## src/rtl/mul_seq_pkg.sv

```systemverilog
// Shared types and defaults for the multiplier operand sequencer:
// FSM state encoding, default widths and the watchdog counter width helper.
package mul_seq_pkg;

  localparam int unsigned DEF_W       = 16;
  localparam int unsigned DEF_PW      = 16;
  localparam int unsigned DEF_DEPTH   = 4;
  localparam int unsigned DEF_TIMEOUT = 1023;

  typedef enum logic [2:0] {
    ST_IDLE,
    ST_START,
    ST_LDA,
    ST_LDB,
    ST_WAIT
  } state_t;

  // Bits needed to count 0..timeout inclusive; never narrower than one bit.
  function automatic int unsigned cnt_width(input int unsigned timeout);
    return (timeout < 1) ? 1 : $clog2(timeout + 1);
  endfunction

endpackage

```

## src/rtl/mul_seq_fifo.sv

```systemverilog
// Synchronous operand FIFO with registered full/empty flags.
// Pointers carry one extra wrap bit so full and empty are distinguishable.
module mul_seq_fifo
  import mul_seq_pkg::*;
#(
  parameter int unsigned WIDTH = 2 * DEF_W,
  parameter int unsigned DEPTH = DEF_DEPTH
) (
  input  logic             clk,
  input  logic             rst,
  input  logic             push,
  input  logic [WIDTH-1:0] wdata,
  input  logic             pop,
  output logic [WIDTH-1:0] rdata,
  output logic             full,
  output logic             empty
);

  localparam int unsigned AW = $clog2(DEPTH);

  logic [WIDTH-1:0] mem [DEPTH];
  logic [AW:0]      wr_ptr;
  logic [AW:0]      rd_ptr;
  logic [AW:0]      wr_ptr_next;
  logic [AW:0]      rd_ptr_next;
  logic             do_push;
  logic             do_pop;

  assign do_push     = push && !full;
  assign do_pop      = pop && !empty;
  assign wr_ptr_next = wr_ptr + {{AW{1'b0}}, do_push};
  assign rd_ptr_next = rd_ptr + {{AW{1'b0}}, do_pop};
  assign rdata       = mem[rd_ptr[AW-1:0]];

  // NOTE: storage is deliberately not reset; the empty flag guards every read,
  // and leaving the array reset-free lets it map onto plain RAM/register files.
  always_ff @(posedge clk) begin
    if (do_push) mem[wr_ptr[AW-1:0]] <= wdata;
  end

  // NOTE: all sequential state uses non-blocking assignments so every register
  // samples pre-edge values regardless of statement order.
  always_ff @(posedge clk) begin
    if (rst) begin
      wr_ptr <= '0;
      rd_ptr <= '0;
      full   <= 1'b0;
      empty  <= 1'b1;
    end else begin
      wr_ptr <= wr_ptr_next;
      rd_ptr <= rd_ptr_next;
      full   <= (wr_ptr_next[AW] != rd_ptr_next[AW]) &&
                (wr_ptr_next[AW-1:0] == rd_ptr_next[AW-1:0]);
      empty  <= (wr_ptr_next == rd_ptr_next);
    end
  end

endmodule

```

## src/rtl/mul_operand_sequencer.sv

```systemverilog
// Feeds buffered operand pairs to the repeated-addition multiplier and returns
// each product (or a watchdog error) on a held valid/ready output.
// Optional macro MUL_SEQ_ZERO_BYPASS_EN: pairs with a zero operand skip the multiplier.
module mul_operand_sequencer
  import mul_seq_pkg::*;
#(
  parameter int unsigned W       = DEF_W,
  parameter int unsigned PW      = DEF_PW,
  parameter int unsigned DEPTH   = DEF_DEPTH,
  parameter int unsigned TIMEOUT = DEF_TIMEOUT
) (
  input  logic          clk,
  input  logic          rst,
  input  logic          in_valid,
  input  logic [W-1:0]  in_a,
  input  logic [W-1:0]  in_b,
  output logic          in_ready,
  output logic          mul_start,
  output logic [W-1:0]  mul_data,
  input  logic          mul_done,
  input  logic [PW-1:0] mul_product,
  output logic          out_valid,
  output logic [PW-1:0] out_product,
  output logic          out_err,
  input  logic          out_ready
);

  localparam int unsigned     CW      = cnt_width(TIMEOUT);
  localparam logic [CW-1:0]   CNT_MAX = CW'(TIMEOUT);

  state_t          state_q;
  state_t          state_d;
  logic [W-1:0]    a_q;
  logic [W-1:0]    b_q;
  logic [CW-1:0]   cnt_q;
  logic            fifo_full;
  logic            fifo_empty;
  logic [2*W-1:0]  fifo_rdata;
  logic [W-1:0]    pop_a;
  logic [W-1:0]    pop_b;
  logic            pop;
  logic            res_set;
  logic            res_err;
  logic [PW-1:0]   res_product;

  assign in_ready = !fifo_full;
  assign pop_a    = fifo_rdata[2*W-1:W];
  assign pop_b    = fifo_rdata[W-1:0];

  mul_seq_fifo #(
    .WIDTH (2 * W),
    .DEPTH (DEPTH)
  ) u_fifo (
    .clk   (clk),
    .rst   (rst),
    .push  (in_valid && in_ready),
    .wdata ({in_a, in_b}),
    .pop   (pop),
    .rdata (fifo_rdata),
    .full  (fifo_full),
    .empty (fifo_empty)
  );

  // NOTE: every output of this block gets a default before the case statement,
  // so no path leaves a signal unassigned and no latch is inferred.
  always_comb begin
    state_d     = state_q;
    pop         = 1'b0;
    mul_start   = 1'b0;
    mul_data    = '0;
    res_set     = 1'b0;
    res_err     = 1'b0;
    res_product = '0;
    unique case (state_q)
      ST_IDLE: begin
        // One multiplication in flight: wait for the result slot to drain.
        if (!fifo_empty && !out_valid) begin
          pop = 1'b1;
`ifdef MUL_SEQ_ZERO_BYPASS_EN
          if (pop_a == '0 || pop_b == '0) res_set = 1'b1;
          else                            state_d = ST_START;
`else
          state_d = ST_START;
`endif
        end
      end
      ST_START: begin
        mul_start = 1'b1;
        mul_data  = a_q;
        state_d   = ST_LDA;
      end
      ST_LDA: begin
        mul_start = 1'b1;
        mul_data  = a_q;
        state_d   = ST_LDB;
      end
      ST_LDB: begin
        mul_data = b_q;
        state_d  = ST_WAIT;
      end
      ST_WAIT: begin
        mul_data = b_q;
        if (mul_done) begin
          res_set     = 1'b1;
          res_product = mul_product;
          state_d     = ST_IDLE;
        end else if (cnt_q == CNT_MAX) begin
          res_set = 1'b1;
          res_err = 1'b1;
          state_d = ST_IDLE;
        end
      end
      default: state_d = ST_IDLE;
    endcase
  end

  always_ff @(posedge clk) begin
    if (rst) begin
      state_q     <= ST_IDLE;
      a_q         <= '0;
      b_q         <= '0;
      cnt_q       <= '0;
      out_valid   <= 1'b0;
      out_product <= '0;
      out_err     <= 1'b0;
    end else begin
      state_q <= state_d;
      if (pop) begin
        a_q <= pop_a;
        b_q <= pop_b;
      end
      // Watchdog saturates at TIMEOUT instead of wrapping.
      if (state_q == ST_LDB)
        cnt_q <= '0;
      else if (state_q == ST_WAIT && cnt_q != CNT_MAX)
        cnt_q <= cnt_q + CW'(1);
      if (res_set) begin
        out_valid   <= 1'b1;
        out_product <= res_product;
        out_err     <= res_err;
      end else if (out_valid && out_ready) begin
        out_valid <= 1'b0;
      end
    end
  end

endmodule
```

## config.mk

```make
export PLATFORM = sky130hd
export DESIGN_NAME = mul_operand_sequencer
export DESIGN_NICKNAME = d
export VERILOG_FILES = /design/src/rtl/mul_seq_pkg.sv /design/src/rtl/mul_seq_fifo.sv /design/src/rtl/mul_operand_sequencer.sv
export SDC_FILE = /design/constraint.sdc
export NUM_CORES = 1
export LEC_CHECK = 0
export BUFFER_PORTS_ARGS = -buffer_cell sky130_fd_sc_hd__buf_2
export CELL_PAD_IN_SITES_DETAIL_PLACEMENT = 1
export CELL_PAD_IN_SITES_GLOBAL_PLACEMENT = 1
export CORE_MARGIN = 4
export CORE_UTILIZATION = 35
export DETAILED_ROUTE_END_ITERATION = 8
export HOLD_SLACK_MARGIN = 0.08
export PLACE_DENSITY_LB_ADDON = 0.1
export SLEW_MARGIN = 20
export SYNTH_ARGS = -nofsm -noshare
export SYNTH_HDL_FRONTEND = slang
export SYNTH_SLANG_ARGS = --single-unit
```

## constraint.sdc

```tcl
create_clock -name clk -period 7.95 [get_ports clk]
set_clock_uncertainty 0.15 [all_clocks]
set_input_delay 1.59 -clock clk [delete_from_list [all_inputs] [get_ports clk]]
set_output_delay 1.59 -clock clk [all_outputs]
set_load 0.03 [all_outputs]
```

After elaboration in Yosys (flattened, before gate mapping)

Memories as Yosys holds them, arrays and structs flattened. A register that Yosys moved wholly into a read port is not among the register bits.
Cells that the tools add are included.

Flip-flop bits (word level): 39
Bits in latches: 0
Memory bits (writable): 128
Bits in read-only memories: 0
Logic and storage cells: 59
Memories kept: 1

Add/subtract/negate cells: 3
Multiply operators: 0
Div/mod/pow operators: 0
Magnitude comparators: 0
Equal/unequal tests: 11
Shift operators: 0
Muxes and demuxes: 19
Bitwise gates (word level): 0
Reductions and logical operators: 16

Memory list:

| name       | depth | bits a word | read ports | clocked after memory_dff | write ports | RTL line           | text |
|---|---|---|---|---|---|---|---|
| u_fifo.mem | 4     | 32          | 1          | 1                        | 1           | mul_seq_fifo.sv:21 | `logic [WIDTH-1:0] mem [DEPTH];` |

Operators by type and width:

| operator              | count |
|---|---|
| $mux 16               | 2 |
| $pmux 16 s2           | 1 |
| $pmux 3 s5            | 1 |
| $mux 1                | 12 |
| $add 10x1->10 const B | 1 |
| $eq 10x10->1 const B  | 1 |
| $ne 10x10->1 const B  | 1 |
| $mux 3                | 3 |
| $logic_and 1x1->1     | 7 |
| $add 3x1->3           | 2 |
| $eq 3x2->1 const B    | 2 |
| $reduce_or 2->1       | 3 |
| $eq 3x1->1 const B    | 1 |
| $eq 3x3->1            | 1 |
| $eq 3x3->1 const B    | 1 |
| $logic_not 1->1       | 3 |
| $logic_not 3->1       | 1 |
| $ne 3x3->1 const B    | 1 |
| $eq 2x2->1            | 1 |
| $ne 2x2->1 const B    | 1 |
| $reduce_and 2->1      | 1 |
| $reduce_bool 2->1     | 1 |
| $ne 1x1->1            | 1 |

Logic depth before layout (Yosys ltp)

Gate-level depths: netlist (run 1).

Depth in word-level cells: 8
Gate-level depth with buffers: 9

Hierarchy

Synthesis (run 1) repeated with hierarchy kept, for this count alone.

Cell total of the unflattened synthesis: 480
Area, all modules: 7458.4 sq um

Modules (own cells, without submodules):

| module                | instances | cells an instance | area each (sq um) |
|---|---|---|---|
| mul_seq_fifo          | 1         | 200               | 5004.8 |
| mul_operand_sequencer | 1         | 280               | 2453.6 |

Worst setup path after synthesis (run 1)

Ideal clock, no wire load.

Path type: input to register
Start point: in in_valid
End point: mem u_fifo.mem[0][0] (netlist bit), enable pin
Library setup time: 468 ps
Arrival: 4236 ps
Required time: 7332 ps
Slack: 3097 ps
Cell stages on the path: 2
Buffers on the path: 0
Cell sequence: nor2b_1 -> nor3b_1

Cells in the longest elaborated chain, start to end: 4

Ends and longest elaborated chain:

| what                         | RTL line                    | text |
|---|---|---|
| start, declared              | mul_operand_sequencer.sv:14 | `input logic in_valid,` |
| $logic_and 1x1->1            | mul_operand_sequencer.sv:56 | `.push (in_valid && in_ready),` |
| $logic_and 1x1->1            | mul_seq_fifo.sv:29          | `assign do_push = push && !full;` |
| $mux 1                       | mul_seq_fifo.sv:38          | `if (do_push) mem[wr_ptr[AW-1:0]] <= wdata;` |
| $mux 1 (implied by the code) | mul_seq_fifo.sv:38          |  |
| end, declared                | mul_seq_fifo.sv:21          |  |

No other way between the ends.

Worst setup path after layout (run 1)

Start point: reg state_q[2]
End point: out mul_data[14]

Cells in the longest elaborated chain, start to end: 3
Elaborated cells on any way between the ends: 7

Ends and longest elaborated chain:

| what                                     | RTL line                     | text |
|---|---|---|
| start, declared                          | mul_operand_sequencer.sv:31  | `state_t state_q;` |
| start signal, assigned                   | mul_operand_sequencer.sv:127 | `state_q <= state_d;` |
| $eq 3x2->1, or another cell as far along | mul_operand_sequencer.sv:74  | `unique case (state_q)` |
| $reduce_or 2->1 (no source line)         | -                            |  |
| $pmux 16 s2 *                            | mul_operand_sequencer.sv:74  |  |
| end, declared                            | mul_operand_sequencer.sv:19  | `output logic [W-1:0] mul_data,` |

Every way passes the cells marked *; elsewhere a longest branch is shown, timed or not.

==> results of run 1 <==
## registers in the layout, summed over array words and instances, names as in the netlist
register,cells
u_fifo.mem,128
a_q,16
b_q,16
out_product,16
cnt_q,10
state_q,3
u_fifo.rd_ptr,3
u_fifo.wr_ptr,3
out_err,1
out_valid,1
u_fifo.empty,1
u_fifo.full,1
## synth_stat cells, drive strengths merged, types with 3 or more instances
master,count,area share
nor2b,8,0.0068
edfxtp,128,0.52
xnor2,6,0.0071
dfxtp,71,0.19
mux4,32,0.097
nor2,14,0.0074
xor2,3,0.0035
nand2,76,0.038
inv,4,0.0020
or3,3,0.0025
o21ai,6,0.0041
a22o,32,0.038
ha,5,0.0084
buf,12,0.0081
a21oi,38,0.026
nor3,5,0.0041
clkbuf,11,0.0056
nand3,5,0.0034
## path summary, 6_finish.rpt
| check | from | end | cells past startpoint |
|---|---|---|---|
| setup / recovery | state_q[2] | mul_data[14] | 4 |
| hold / removal | b_q[14] | b_q[14] | 2 |
| setup reg to reg | state_q[0] | u_fifo.empty | 9 |
| hold reg to reg | b_q[14] | b_q[14] | 2 |
## cell type report
type | instances | share of cell area
well taps | 270 | 0.0388
clock buffers | 19 | 0.0509
repair buffers | 96 | 0.0575
multi-input cells | 256 | 0.235
clock inverters | 13 | 0.0109
flip-flops and latches | 199 | 0.605
inverters | 4 | 0.00172
## power breakdown
group          switching, mW  total, mW  internal [mW]  leakage [nW]
Combinational          0.336      0.559          0.223          1.05
Sequential            0.0648       1.26           1.20          1.75
Clock                  0.386      0.800          0.414         0.272
## stage by stage
| step | std cells | total power [mW] |
|---|---|---|
| 2_1_floorplan | 482 | 1.67 |
| 3_3_place_gp | 825 | 1.85 |
| 3_5_place_dp | 825 | 1.87 |
| 4_1_cts | 857 | 2.67 |
| 5_1_grt | 857 | 2.78 |
| 6_report | 857 | 2.62 |
## critical path, delay by kind of cell (launching register included)
kind | cells | cell delay [ns]
AOI/OAI and AO/OA | 1 | 0.40
buffers and inverters | 1 | 0.19
and+or+nand+nor | 2 | 0.78
DFF | 1 | 0.50
## per-layer routing
layer | wire length (um) | global-route usage | vias to the layer above
met5 | 8 | 0 | -
met4 | 232 | 0.0437 | 2
met3 | 863 | 0.0388 | 22
met2 | 8390 | 0.250 | 82
met1 | 7340 | 0.190 | 2173
li1 | - | - | 2014
## logic make-up after synthesis
kind of cell,count (synthesis)
fa+ha+maj,5
simple gates,127
buf+inv,27
mux,32
xor+xnor,9
flops,199
compound gates,83
==> impl_metrics.env, run 1 <==
export IMPL_synthArstFlopShare=0
export IMPL_grt_total_usage=0.149
export IMPL_synth_top_family_by_area="multiplexers"
export IMPL_synth_fp_nets=540
export IMPL_clkTransAtPathRegs_ns=0.07
export IMPL_synth_xor_area_share=0.0106
export IMPL_final_util=0.424
export IMPL_grt_pass1_vias=4712
export IMPL_cap_violations=0
export IMPL_synth_compound_area_frac=0.0769
export IMPL_final_common_cell="edfxtp_1"
export IMPL_nets=632
export IMPL_layout_setup_ws_ns=3.91
export IMPL_vias=4293
export IMPL_numCtsBuffers=17
export IMPL_dr_pass1_iters=4
export IMPL_ys_seq_elements=199
export IMPL_overflow=0
export IMPL_synthCells=482
export IMPL_dpl_worst_slack_ns=4.26
export IMPL_synthMuxAreaShare=0.0972
export IMPL_fin_setup_tns_ns=0
export IMPL_yosysWarnings=0
export IMPL_start_util=0.361
export IMPL_cts_resized=0
export IMPL_period_needed_ns=4.04
export IMPL_num_rows=52
export IMPL_cp_max_fo=16
export IMPL_drcViolationCount=0
export IMPL_cts_root_buffer_cell="clkbuf_16"
export IMPL_post_route_period_util=0.508
export IMPL_syn2layout_area_growth_pct=17.4
export IMPL_grt_max_degree=50
export IMPL_synth_area_per_cell_sq_um=15.4
export IMPL_cp_start_kind="register"
export IMPL_fillers=2117
export IMPL_num_antenna_cells=0
export IMPL_cts_tree="yes"
export IMPL_drive_above_1_share=0.291
export IMPL_cp_data_required_time_ns=6.21
export IMPL_routed_wl_um=16800
export IMPL_arrival_ns=2.30
export IMPL_synth_edf_count=128
export IMPL_multi_input_area_sq_mm=0.00205
export IMPL_hold_buffers=0
export IMPL_hold_path_class="register to register"
export IMPL_die_area_sq_mm=0.0236
export IMPL_setup_viol=0
export IMPL_place_congestion=0.709
export IMPL_cp_end_kind="output pin"
export IMPL_vdd_ir_drop_max_mv=0.156
export IMPL_design_area_sq_mm=0.00871
export IMPL_rsz0062_at_grt="no"
export IMPL_max_slew_worst_pin_slew_ns=1.05
export IMPL_dpl_hpwl_um=10400
export IMPL_die_h_um=154
export IMPL_status="finished, final reports clean"
export IMPL_yosysSeqAreaShare=0.710
export IMPL_core_sq_mm=0.0206
export IMPL_timing_fmax_mhz=248
export IMPL_layout_common_cells="edfxtp_1 (128), buf_2 (88), nand2_1 (76), dfxtp_1 (70), a21oi_1 (37)"
export IMPL_yosys_cell_types_count=42
export IMPL_hold_viol=0
export IMPL_pin_count=89
export IMPL_clock_sinks=199
export IMPL_p_per_area_mw_per_mm2=301
export IMPL_vias_per_cell=5.01
export IMPL_crit_type="register to output pin"
export IMPL_cts_setup_buffers=0
export IMPL_placed_cell_area_sq_mm=0.00817
export IMPL_synthAdderAreaFrac=0.00844
export IMPL_htree_num_levels=4
export IMPL_synth_ff_type="edfxtp_1"
export IMPL_report_final_slew_viol_count=0
export IMPL_synth_area_sq_mm=0.00741
export IMPL_clkLatencyLatePin_ns=0.43
export IMPL_drtIter0Drc=264
export IMPL_synthSimpleGateAreaFrac=0.0810
export IMPL_max_slew_margin=0.298
export IMPL_clk_path_buf_depth=2
export IMPL_r2r_slack_ns=5.51
export IMPL_p_leak_nw=3.07
export IMPL_slowest_stage="nand2_1"
export IMPL_cpPeakStageDelay_ns=0.54
export IMPL_ant_nets=0
export IMPL_die_x_um=154
export IMPL_wire_per_inst_um=19.6
export IMPL_portBuffers=88
export IMPL_grt_pass1_wl_um=26800
export IMPL_whs_ns=0.312
export IMPL_grt_antenna_before_repair=1
export IMPL_seq_area_sq_mm=0.00527
export IMPL_path_cells="nand3b_1 > nand2_1 > a22o_1 > buf_2"
(Power assumes the default switching activity.)
==> inputs of run 2 (changes only) <==
==> constraint.sdc (replaced) <==
create_clock -name clk -period 3.7 [get_ports clk]
set_clock_uncertainty 0.15 [all_clocks]
set_input_delay 0.74 -clock clk [delete_from_list [all_inputs] [get_ports clk]]
set_output_delay 0.74 -clock clk [all_outputs]
set_load 0.03 [all_outputs]
==> run 2 against run 1 <==
Effect of this change: first-iteration DRC count down 37%; utilization rose by 0.44 points; worst hold slack barely moved; flip-flop and latch count stayed put; sequential power is 120% higher; total power grew 120%; sequential share of layout area decreased by 0.62 points; register-to-register slack got worse by 4.1 ns; highest routed layer unchanged; clock power increased by 130%; clock-buffer cell count decreased by 1.
==> impl_metrics.env, run 2 (synthesis results as in run 1) <==
export IMPL_cap_violations=0
export IMPL_slowest_stage="nor2_2"
export IMPL_cts_tree="yes"
export IMPL_die_h_um=154
export IMPL_hold_viol=0
export IMPL_cp_start_kind="register"
export IMPL_wire_per_inst_um=19.6
export IMPL_grt_antenna_before_repair=1
export IMPL_max_slew_worst_pin_slew_ns=1.08
export IMPL_grt_max_degree=50
export IMPL_clk_path_buf_depth=2
export IMPL_htree_num_levels=4
export IMPL_arrival_ns=2.18
export IMPL_vias_per_cell=5.01
export IMPL_clock_sinks=199
export IMPL_cts_root_buffer_cell="clkbuf_16"
export IMPL_p_leak_nw=3.11
export IMPL_nets=635
export IMPL_crit_type="register to output pin"
export IMPL_report_final_slew_viol_count=0
export IMPL_path_cells="xnor2_1 > nor2_2 > buf_4 > a22o_1 > buf_2"
export IMPL_syn2layout_area_growth_pct=18.7
export IMPL_largest_reg_flops=128
export IMPL_drive_above_1_share=0.297
export IMPL_dr_pass1_iters=4
export IMPL_cp_max_fo=12
export IMPL_ant_nets=0
export IMPL_clkLatencyLatePin_ns=0.43
export IMPL_overflow=0
export IMPL_vdd_ir_drop_max_mv=0.345
export IMPL_numCtsBuffers=17
export IMPL_dpl_hpwl_um=10600
export IMPL_max_slew_margin=0.280
export IMPL_fillers=2093
export IMPL_portBuffers=88
export IMPL_layout_common_cells="edfxtp_1 (128), buf_2 (88), nand2_1 (76), dfxtp_1 (70), a21oi_1 (37)"
export IMPL_hold_path_class="register to register"
export IMPL_drtIter0Drc=167
export IMPL_period_needed_ns=3.07
export IMPL_rsz0062_at_grt="no"
export IMPL_pin_count=89
export IMPL_routed_wl_um=16900
export IMPL_start_util=0.361
export IMPL_drcViolationCount=0
export IMPL_post_route_period_util=0.829
export IMPL_die_area_sq_mm=0.0236
export IMPL_core_sq_mm=0.0206
export IMPL_clkTransAtPathRegs_ns=0.08
export IMPL_final_common_cell="edfxtp_1"
export IMPL_crit_buf_inv=2
export IMPL_cp_top_family="simple AND/OR/NAND/NOR gates"
export IMPL_grt_pass1_wl_um=26100
export IMPL_total_power_mw=5.78
export IMPL_fin_setup_tns_ns=0
export IMPL_place_congestion=0.714
export IMPL_dpl_worst_slack_ns=1.06
export IMPL_layout_setup_ws_ns=0.633
export IMPL_setup_viol=0
export IMPL_cts_resized=0
export IMPL_grt_pass1_vias=4725
export IMPL_cts_setup_buffers=0
export IMPL_status="finished, final reports clean"
export IMPL_p_per_area_mw_per_mm2=657
export IMPL_cpPeakStageDelay_ns=0.48
export IMPL_num_rows=52
export IMPL_hold_buffers=0
export IMPL_vias=4306
export IMPL_cp_end_kind="output pin"
export IMPL_grt_total_usage=0.144
export IMPL_timing_fmax_mhz=326
export IMPL_num_antenna_cells=0
export IMPL_die_x_um=154
export IMPL_cp_data_required_time_ns=2.81
-- run 2: changes by cell type in the layout (fill, tap and decap cells not counted), sizes merged --
cell | before | now
buf | 96 | 99
bufinv | 0 | 1
clkbuf | 19 | 18
clkinv | 5 | 7
inv | 11 | 9
-- run 2: per-stage QoR --
stage / cell area [sq um] / utilization / cells / hold slack (ns)
floorplan: 7420 / - / 482 / 0.286
global placement: 8190 / 0.399 / 828 / 0.298
detailed placement: 8190 / 0.399 / 828 / 0.301
CTS: 8800 / 0.428 / 860 / 0.312
global route: 8800 / 0.428 / 860 / 0.335
finish: 8800 / 0.428 / 860 / 0.313
-- run 2: final cells by class --
class                   count  area (sq um)  share of cell area
flip-flops and latches    199          5270               0.599
multi-input cells         256          2050               0.233
inverters                   4          15.0             0.00171
repair buffers             99           523              0.0594
clock inverters            14           165              0.0188
clock buffers              18           439              0.0499
well taps                 270           338              0.0384
-- run 2: worst min-delay path, stage by stage (launching register included) --
cell     delay, ns
dfxtp_1       0.31
nand2_1       0.05
a21oi_1       0.05
-- run 2: path summary, 6_finish.rpt --
kind | startpoint | end | slack (ns) | cells past startpoint
setup reg to reg | state_q[0] | u_fifo.empty | 1.36 | 9
setup / recovery | state_q[0] | mul_data[13] | 0.63 | 5
hold reg to reg | b_q[4] | b_q[4] | 0.31 | 2
hold / removal | b_q[4] | b_q[4] | 0.31 | 2
-- run 2: power by group --
| part | switching, mW | internal (mW) | total [mW] |
|---|---|---|---|
| combinational | 0.668 | 0.492 | 1.16 |
| sequential | 0.168 | 2.58 | 2.74 |
| clock | 0.890 | 0.982 | 1.87 |
-- run 2: routing by layer --
layer,routed length (um),track usage,share of wire
met4,227,0.0362,0.013
met1,6970,0.168,0.41
met5,7,0,0.00041
met3,720,0.0430,0.043
met2,8950,0.261,0.53
